## config.mk

```make
export PLATFORM = sky130hd
export DESIGN_NAME = parity_batch_scheduler_flat
export DESIGN_NICKNAME = d
export VERILOG_FILES = /design/src/rtl/parity_sched_pkg.sv /design/src/rtl/parity_batch_scheduler_if.sv /design/src/rtl/parity_sched_watchdog.sv /design/src/rtl/parity_batch_scheduler.sv /design/src/flat_wrapper.sv
export SDC_FILE = /design/constraint.sdc
export NUM_CORES = 1
export LEC_CHECK = 0
export BUFFER_PORTS_ARGS = -buffer_cell sky130_fd_sc_hd__buf_4
export CAP_MARGIN = 0
export CELL_PAD_IN_SITES_DETAIL_PLACEMENT = 0
export CELL_PAD_IN_SITES_GLOBAL_PLACEMENT = 1
export CORE_ASPECT_RATIO = 0.7
export CORE_MARGIN = 10
export CORE_UTILIZATION = 35
export DETAILED_ROUTE_END_ITERATION = 8
export PLACE_DENSITY_LB_ADDON = 0.1
export SETUP_SLACK_MARGIN = 0.3
export SYNTH_ARGS = -nofsm -noshare
export SYNTH_HDL_FRONTEND = slang
export SYNTH_SLANG_ARGS = --single-unit
```

## constraint.sdc

```tcl
create_clock -name clk -period 4.5 [get_ports clk]
set_clock_uncertainty 0.15 [all_clocks]
set_input_delay 0.675 -clock clk [delete_from_list [all_inputs] [get_ports clk]]
set_output_delay 0.675 -clock clk [all_outputs]
set_load 0.02 [all_outputs]
```

## src/rtl/parity_sched_pkg.sv

```systemverilog
// Shared types for the parity batch scheduler: FSM states, default index width, index type.
package parity_sched_pkg;

  localparam int IDX_W_DEF = 10;

  typedef logic [IDX_W_DEF-1:0] idx_t;

  typedef enum logic [2:0] {
    ST_IDLE,
    ST_ISSUE,
    ST_WAIT,
    ST_NEXT,
    ST_FIN
  } state_e;

endpackage

```

## src/rtl/parity_batch_scheduler_if.sv

```systemverilog
// Host/engine-side signal bundle of the parity batch scheduler; slave = scheduler, master = its environment.
interface parity_batch_scheduler_if #(
  parameter int IDX_W = parity_sched_pkg::IDX_W_DEF
);
  logic             batch_start;
  logic [IDX_W-1:0] first_index;
  logic [IDX_W-1:0] job_count;
  logic             abort;
  logic             engine_start;
  logic [IDX_W-1:0] engine_file_index;
  logic             engine_finish;
  logic             busy;
  logic             done;
  logic             aborted;
  logic [IDX_W-1:0] jobs_done;
  logic             timeout_err;

  modport master (
    output batch_start, first_index, job_count, abort, engine_finish,
    input  engine_start, engine_file_index, busy, done, aborted, jobs_done, timeout_err
  );

  modport slave (
    input  batch_start, first_index, job_count, abort, engine_finish,
    output engine_start, engine_file_index, busy, done, aborted, jobs_done, timeout_err
  );
endinterface

```

## src/rtl/parity_sched_watchdog.sv

```systemverilog
// Clear/enable/expire cycle counter guarding the scheduler's WAIT state (PARITY_SCHED_TIMEOUT_EN builds only).
// expire_o is asserted during the LIMIT-th consecutive enabled cycle.
`ifdef PARITY_SCHED_TIMEOUT_EN
module parity_sched_watchdog #(
  parameter int LIMIT = 4096
) (
  input  logic clk,
  input  logic rst,
  input  logic clr_i,
  input  logic en_i,
  output logic expire_o
);
  localparam int CW = $clog2(LIMIT + 1);

  logic [CW-1:0] cnt_q;

  assign expire_o = en_i && (cnt_q == CW'(LIMIT - 1));

  always_ff @(posedge clk) begin
    if (rst || clr_i) begin
      cnt_q <= '0;
    end else if (en_i) begin
      cnt_q <= cnt_q + 1'b1;
    end
  end
endmodule
`endif

```

## src/rtl/parity_batch_scheduler.sv

```systemverilog
// Runs the parity engine over a contiguous, wrapping range of file indices and counts finished jobs.
// Optional WAIT watchdog enabled by defining PARITY_SCHED_TIMEOUT_EN.
module parity_batch_scheduler
  import parity_sched_pkg::*;
#(
  parameter int IDX_W        = IDX_W_DEF,
  parameter int START_CYCLES = 3
`ifdef PARITY_SCHED_TIMEOUT_EN
  ,
  parameter int TIMEOUT_CYCLES = 4096
`endif
) (
  input logic                     clk,
  input logic                     rst,
  parity_batch_scheduler_if.slave bus
);
  localparam int SC_W = $clog2(START_CYCLES + 1);

  state_e           state_q;
  logic [IDX_W-1:0] idx_q;
  logic [IDX_W-1:0] rem_q;
  logic [IDX_W-1:0] jobs_done_q;
  logic [SC_W-1:0]  start_cnt_q;
  logic             start_q;
  logic             busy_q;
  logic             done_q;
  logic             aborted_q;
  logic             timeout_err_q;
  logic             fin_q;
  logic             fin_prev_q;
  logic             fin_rise;
  logic             wdog_expire;

  // Only a fresh rise counts, so a finish level left over from the last job is ignored.
  assign fin_rise = fin_q & ~fin_prev_q;

`ifdef PARITY_SCHED_TIMEOUT_EN
  parity_sched_watchdog #(
    .LIMIT(TIMEOUT_CYCLES)
  ) u_wdog (
    .clk     (clk),
    .rst     (rst),
    .clr_i   (state_q != ST_WAIT),
    .en_i    (state_q == ST_WAIT),
    .expire_o(wdog_expire)
  );
`else
  assign wdog_expire = 1'b0;
`endif

  always_ff @(posedge clk) begin
    if (rst) begin
      state_q       <= ST_IDLE;
      idx_q         <= '0;
      rem_q         <= '0;
      jobs_done_q   <= '0;
      start_cnt_q   <= '0;
      start_q       <= 1'b0;
      busy_q        <= 1'b0;
      done_q        <= 1'b0;
      aborted_q     <= 1'b0;
      timeout_err_q <= 1'b0;
      fin_q         <= 1'b0;
      fin_prev_q    <= 1'b0;
    end else begin
      fin_q         <= bus.engine_finish;
      fin_prev_q    <= fin_q;
      done_q        <= 1'b0;
      aborted_q     <= 1'b0;
      timeout_err_q <= 1'b0;
      if (bus.abort && (state_q != ST_IDLE) && (state_q != ST_FIN)) begin
        state_q   <= ST_FIN;
        start_q   <= 1'b0;
        busy_q    <= 1'b0;
        done_q    <= 1'b1;
        aborted_q <= 1'b1;
      end else begin
        case (state_q)
          ST_IDLE: begin
            if (bus.batch_start) begin
              idx_q       <= bus.first_index;
              rem_q       <= bus.job_count;
              jobs_done_q <= '0;
              if (bus.job_count != '0) begin
                state_q     <= ST_ISSUE;
                start_q     <= 1'b1;
                busy_q      <= 1'b1;
                start_cnt_q <= SC_W'(1);
              end else begin
                state_q <= ST_FIN;
                done_q  <= 1'b1;
              end
            end
          end
          ST_ISSUE: begin
            if (start_cnt_q == SC_W'(START_CYCLES)) begin
              state_q <= ST_WAIT;
              start_q <= 1'b0;
            end else begin
              start_cnt_q <= start_cnt_q + 1'b1;
            end
          end
          ST_WAIT: begin
            if (fin_rise) begin
              jobs_done_q <= jobs_done_q + 1'b1;
              rem_q       <= rem_q - 1'b1;
              state_q     <= ST_NEXT;
            end else if (wdog_expire) begin
              timeout_err_q <= 1'b1;
              rem_q         <= rem_q - 1'b1;
              state_q       <= ST_NEXT;
            end
          end
          ST_NEXT: begin
            if (rem_q == '0) begin
              state_q <= ST_FIN;
              busy_q  <= 1'b0;
              done_q  <= 1'b1;
            end else begin
              idx_q       <= idx_q + 1'b1;
              state_q     <= ST_ISSUE;
              start_q     <= 1'b1;
              start_cnt_q <= SC_W'(1);
            end
          end
          ST_FIN:  state_q <= ST_IDLE;
          default: state_q <= ST_IDLE;
        endcase
      end
    end
  end

  assign bus.engine_start      = start_q;
  assign bus.engine_file_index = idx_q;
  assign bus.busy              = busy_q;
  assign bus.done              = done_q;
  assign bus.aborted           = aborted_q;
  assign bus.jobs_done         = jobs_done_q;
  assign bus.timeout_err       = timeout_err_q;

endmodule
```

## src/flat_wrapper.sv

```systemverilog
// flat-port wrapper written by rule: the top's interface ports become plain ports
module parity_batch_scheduler_flat import parity_sched_pkg::*;
#(
  parameter int IDX_W        = IDX_W_DEF,
  parameter int START_CYCLES = 3

)
  (clk, rst, bus_batch_start, bus_first_index, bus_job_count, bus_abort, bus_engine_finish, bus_engine_start, bus_engine_file_index, bus_busy, bus_done, bus_aborted, bus_jobs_done, bus_timeout_err);
  parity_batch_scheduler_if #(.IDX_W(IDX_W)) bus_i ();
  input logic clk;
  input logic rst;
  input wire logic [$bits(bus_i.batch_start)-1:0] bus_batch_start;
  input wire logic [$bits(bus_i.first_index)-1:0] bus_first_index;
  input wire logic [$bits(bus_i.job_count)-1:0] bus_job_count;
  input wire logic [$bits(bus_i.abort)-1:0] bus_abort;
  input wire logic [$bits(bus_i.engine_finish)-1:0] bus_engine_finish;
  output wire logic [$bits(bus_i.engine_start)-1:0] bus_engine_start;
  output wire logic [$bits(bus_i.engine_file_index)-1:0] bus_engine_file_index;
  output wire logic [$bits(bus_i.busy)-1:0] bus_busy;
  output wire logic [$bits(bus_i.done)-1:0] bus_done;
  output wire logic [$bits(bus_i.aborted)-1:0] bus_aborted;
  output wire logic [$bits(bus_i.jobs_done)-1:0] bus_jobs_done;
  output wire logic [$bits(bus_i.timeout_err)-1:0] bus_timeout_err;
  assign bus_i.batch_start = bus_batch_start;
  assign bus_i.first_index = bus_first_index;
  assign bus_i.job_count = bus_job_count;
  assign bus_i.abort = bus_abort;
  assign bus_i.engine_finish = bus_engine_finish;
  assign bus_engine_start = bus_i.engine_start;
  assign bus_engine_file_index = bus_i.engine_file_index;
  assign bus_busy = bus_i.busy;
  assign bus_done = bus_i.done;
  assign bus_aborted = bus_i.aborted;
  assign bus_jobs_done = bus_i.jobs_done;
  assign bus_timeout_err = bus_i.timeout_err;
  parity_batch_scheduler #(.IDX_W(IDX_W), .START_CYCLES(START_CYCLES)) u_core (.clk(clk), .rst(rst), .bus(bus_i));
endmodule
```

Yosys cells after proc, flatten, opt, wreduce, memory -nomap -nowiden
Cells that the tools add are included.

operators by class
  add/sub/neg operators = 4
  equal/unequal tests = 15
  multiplexer cells = 34
  bitwise logic cells = 3
  reduce and logical (&&, ||, !) cells = 17

operator list
  kind                   number
  $mux 10                6
  $pmux 10 s2            3
  $add 10x1->10 const B  2
  $mux 3                 6
  $pmux 3 s4             1
  $reduce_and 4->1       3
  $logic_not 10->1       1
  $mux 1                 10
  $reduce_bool 10->1     1
  $sub 10x1->10 const B  1
  $mux 2                 4
  $ne 2x1->1 const B     4
  $eq 3x2->1 const B     2
  $ne 2x2->1 const B     3
  $ne 3x1->1 const B     2
  $pmux 2 s3             1
  $reduce_and 3->1       2
  $reduce_and 6->1       1
  $reduce_bool 3->1      2
  $reduce_and 5->1       1
  $pmux 1 s2             2
  $reduce_bool 2->1      2
  $eq 3x1->1 const B     1
  $logic_not 3->1        1
  other kinds (9)        11

word-level totals
  register bits after elaboration = 41
  word-level logic and storage cells = 85

Logic depth before layout (Yosys ltp)
  depth after elaboration = 5
  gate-level depth with buffers = 8
  gate-level depth less buffers = 7

Worst setup path before layout
No wires, ideal clock.

  path type = input to register
  start = input bus_job_count[5]
  end = register u_core.start_cnt_q[0]
  arrival time = 1.675 ns
  data required time = 4.235 ns
  path slack = 2.561 ns
  stages = 5
  buffers on the path = 0
  path through = nor4_1 -> nand3_1 -> a21o_1 -> and4_1 -> o21a_1

between the ends
  word-level cells in the longest chain between the ends = 3

ends and longest elaborated chain
  element                            RTL line                       text
  start, declared                    flat_wrapper.sv:14             input wire logic [$bits(bus_i.job_count)-1:0] bus_job_count;
  $reduce_bool 10->1                 parity_batch_scheduler.sv:84   if (bus.job_count != '0) begin
  $ne 2x1->1 (no source line)        -
  $reduce_and 6->1 (no source line)  -
  end signal, assigned               parity_batch_scheduler.sv:100  start_cnt_q <= start_cnt_q + 1'b1;
  end, declared                      parity_batch_scheduler.sv:23   logic [SC_W-1:0] start_cnt_q;

No other way between the ends.
A chain may end at the register's enable or synchronous reset.

Worst setup path in the final report
  start = register u_core.state_q[0]
  end = register u_core.idx_q[9], in the netlist u_core.bus.engine_file_index[9]

between the ends
  word-level cells in the longest chain between the ends = 5
  elaborated cells on any way between the ends = 12

ends and longest elaborated chain
  element                                                   RTL line                       text
  start, declared                                           parity_batch_scheduler.sv:19   state_e state_q;
  start signal, assigned                                    parity_batch_scheduler.sv:53   state_q <= ST_IDLE;
  start signal, assigned                                    parity_batch_scheduler.sv:72   state_q <= ST_FIN;
  start signal, assigned                                    parity_batch_scheduler.sv:85   state_q <= ST_ISSUE;
  branches (longest 5 deep; another with $reduce_and 4->1)  -
  end signal, assigned                                      parity_batch_scheduler.sv:81   idx_q <= bus.first_index;
  end signal, assigned                                      parity_batch_scheduler.sv:120  idx_q <= idx_q + 1'b1;
  end, declared                                             parity_batch_scheduler.sv:20   logic [IDX_W-1:0] idx_q;

Several ways; the timed one is not identified.

==> impl_metrics.toml <==
[synth]
synth_area_um2 = 2320
synth-xor-area-share_pct = 3.02
synth_enable_flop_cells = 0
synth_fp_nets = 316
synth_warnings = 0
synth_seq_cells = 41
synthAdderAreaFrac_pct = 2.69
yosys.area_share.simple_pct = 29.9
synth_top_family_by_area = "simple AND/OR/NAND/NOR gates"
syn_avg_cell_area_um2 = 8.12
synth_compound_area_share_pct = 22.5
netlist_instances = 286
ys_seq_area_share_pct = 35.3
synth_ff_type = "dfxtp_1"
synth.area.mux_share_pct = 0.431
synth_cell_types = 55
async_reset_ff_share_pct = 0

[cells_and_area]
num-nets-final = 355
areaGrowthSynthToFinish_pct = 19.3
n_antenna_cell = 0
final.fill_count = 646
fin_util_pct = 43.7
drive_above_1_share_pct = 20.6

[clock_tree]
clock_latency_ps = 300
numClockSinks = 41
cts_made_buffers = 5
postCtsResizedCells = 0
clkTransAtPathRegs_ps = 90
cts_root_buf = "clkbuf_8"
cts_max_path_buffers = 2
htreeDepth = 2
postCtsSetupRepairBufs = 0
cts_hold_buf = 0
cts_tree = "done"

[route]
postRouteWirelength_um = 6230
via_count = 2143
first_pass_iters = 4
vias_per_cell = 5.14
ant_nets = 0
drtIter0Drc = 115
remaining_drc_errors = 0
wl_per_cell_um = 14.9

[sta]
fmax_ghz = 0.394
hold_viol_final = 0
tns_ps = 0
post-route-min-period_ps = 2540
finalMaxSlewViolations = 0
fin_crit_sh_pct = 56.5
rsz0062_at_grt = "false"
setup_viol = 0
max_slew_margin_pct = 38.5
worst_pin_slew_ps = 923

[global_routing]
grt_max_degree = 36
first_global_vias = 1980
grt.overflow.total = 0
grt_pass1_wl_um = 10200
grt_usage_pct = 11.9
antenna_found_initial = 0

[floorplanning]
coreArea_um2 = 6340
initial_utilization_pct = 36.7
io_pins = 50
rows = 24
fp.dieH_um = 88.2
dieWidth_um = 117
fp.dieArea_um2 = 10300

[setup_path]
start_kind = "register"
critPathLaunch = "u_core.state_q[0]$_SDFFE_PP0P_"
worst_setup_path_end_kind = "register"
reg2reg_slack_ps = 1960
path_max_fanout = 22
crit_type = "register to register"
r2r_cells = 4
critPathCapture = "u_core.bus.engine_file_index[9]$_SDFFE_PP0P_"
cp.arrival_ps = 2620
timing.rr.start = "u_core.state_q[0]$_SDFFE_PP0P_"
slowest_delay_ps = 700
slowest_stage = "or4_1"
required_ps = 4580
regToRegEndpoint = "u_core.bus.engine_file_index[9]$_SDFFE_PP0P_"
cp_cell_sequence = "nand3b_1 > or4_1 > a21o_1 > a21oi_1"

[power]
p_per_area_nw_per_um2 = 320
ir_drop_v = 0.000129
p_leak_nw = 1.08
total_power_w = 0.000886

[placed_design]
dp_hpwl_um = 4470
routabilityCongestion = 0.742
port_buffers = 48

[run]
max-cap-violations = 0

[outcome]
run_status = "completed"

[min_path]
hold_path_class = "register to register"
sequential cells by signal, summed over array words and instances (netlist names):
| signal | cells |
|---|---|
| u_core.bus.jobs_done | 10 |
| u_core.fin_q | 1 |
| u_core.bus.engine_file_index | 10 |
| u_core.state_q | 3 |
| u_core.bus.done | 1 |
| u_core.rem_q | 10 |
| u_core.fin_prev_q | 1 |
| u_core.start_cnt_q | 2 |
| u_core.bus.engine_start | 1 |
| u_core.bus.busy | 1 |
| u_core.bus.aborted | 1 |
layer usage:
metal	wire length, um	global-route usage (%)
met5	0	0
met4	43	3.06
met3	297	3.60
met2	2500	16.2
met1	3380	17.3
power breakdown:
part | internal (W) | switching, W
Combinational | 0.0000924 | 0.000125
Sequential | 0.000388 | 0.0000327
Clock | 0.000107 | 0.000141
per-stage QoR:
step                std cells  hold slack [ps]  setup WS (ps)  area, um^2
global route              417              353           1690        2770
global placement          409              316           1950        2690
floorplan                 286              289           2560        2320
detailed placement        409              316           1950        2690
finish                    417              335           1960        2770
CTS                       417              336           1950        2770
placed cells by master (no fill, tap or decap), types with 3 or more instances in the layout:
cell type,count
a22oi_1,4
nand2b_1,8
o32ai_1,3
nor2_1,31
o21a_1,5
nor4_1,3
a21oi_1,29
inv_1,3
buf_4,50
xor2_1,7
nor2b_1,4
and4_1,3
and3_1,3
o41ai_1,3
nand4_1,5
ha_1,5
nor3_1,9
a21o_1,5
nand2_1,26
dfxtp_1,41
o21ai_0,17
clkbuf_8,5
a31oi_1,6
nand3_1,14
worst max-delay path, delay by kind of cell, from the launching register on:
family	cells	cell delay (ps)
compound gates	2	290
simple gates	2	1380
flops	1	650
synthesized netlist by cell type (4+ instances only):
library cell / number / area [um^2]
nand4_1: 5 / 31.3
a22oi_1: 4 / 30.0
nor3_1: 9 / 45.0
o21a_1: 5 / 37.5
nor2_1: 31 / 116
o21ai_0: 17 / 85.1
ha_1: 5 / 62.6
a21o_1: 5 / 37.5
a31oi_1: 6 / 37.5
nand3_1: 14 / 70.1
buf_6: 5 / 56.3
buf_4: 4 / 30.0
buf_2: 5 / 25.0
a21oi_1: 29 / 145
nand2_1: 26 / 97.6
dfxtp_1: 41 / 821
nand2b_1: 8 / 50.1
xor2_1: 7 / 61.3
nor2b_1: 4 / 25.0
kinds of logic (layout without fill, tap and decap cells):
kind of cell,count (synthesis),after routing
XOR/XNOR,8,8
AND/OR/NAND/NOR,128,128
buffers and inverters,21,61
other,1,1
adder cells (fa/ha/maj),5,5
flip-flops,41,41
multiplexers,1,1
AO/OA/AOI/OAI,81,81
layout make-up:
class	instances	area, um^2	share of cell area [%]
sequential	41	821	29.6
timing repair buffer	50	375	13.5
multi-input combinational	224	1360	49.2
clock buffer	5	68.8	2.48
tap	91	114	4.11
clock inverter	3	17.5	0.632
inverter	3	11.3	0.406
worst min path at each step:
stage / end / cells after the start / startpoint
after floorplan: u_core.fin_prev_q$_SDFF_PP0_ / 1 / u_core.fin_q$_SDFF_PP0_
after global placement: u_core.fin_prev_q$_SDFF_PP0_ / 1 / u_core.fin_q$_SDFF_PP0_
after global routing: u_core.fin_prev_q$_SDFF_PP0_ / 1 / u_core.fin_q$_SDFF_PP0_
after detailed placement: u_core.fin_prev_q$_SDFF_PP0_ / 1 / u_core.fin_q$_SDFF_PP0_
after CTS: u_core.fin_prev_q$_SDFF_PP0_ / 1 / u_core.fin_q$_SDFF_PP0_
final: u_core.fin_prev_q$_SDFF_PP0_ / 1 / u_core.fin_q$_SDFF_PP0_
(Power assumes the default switching activity.)
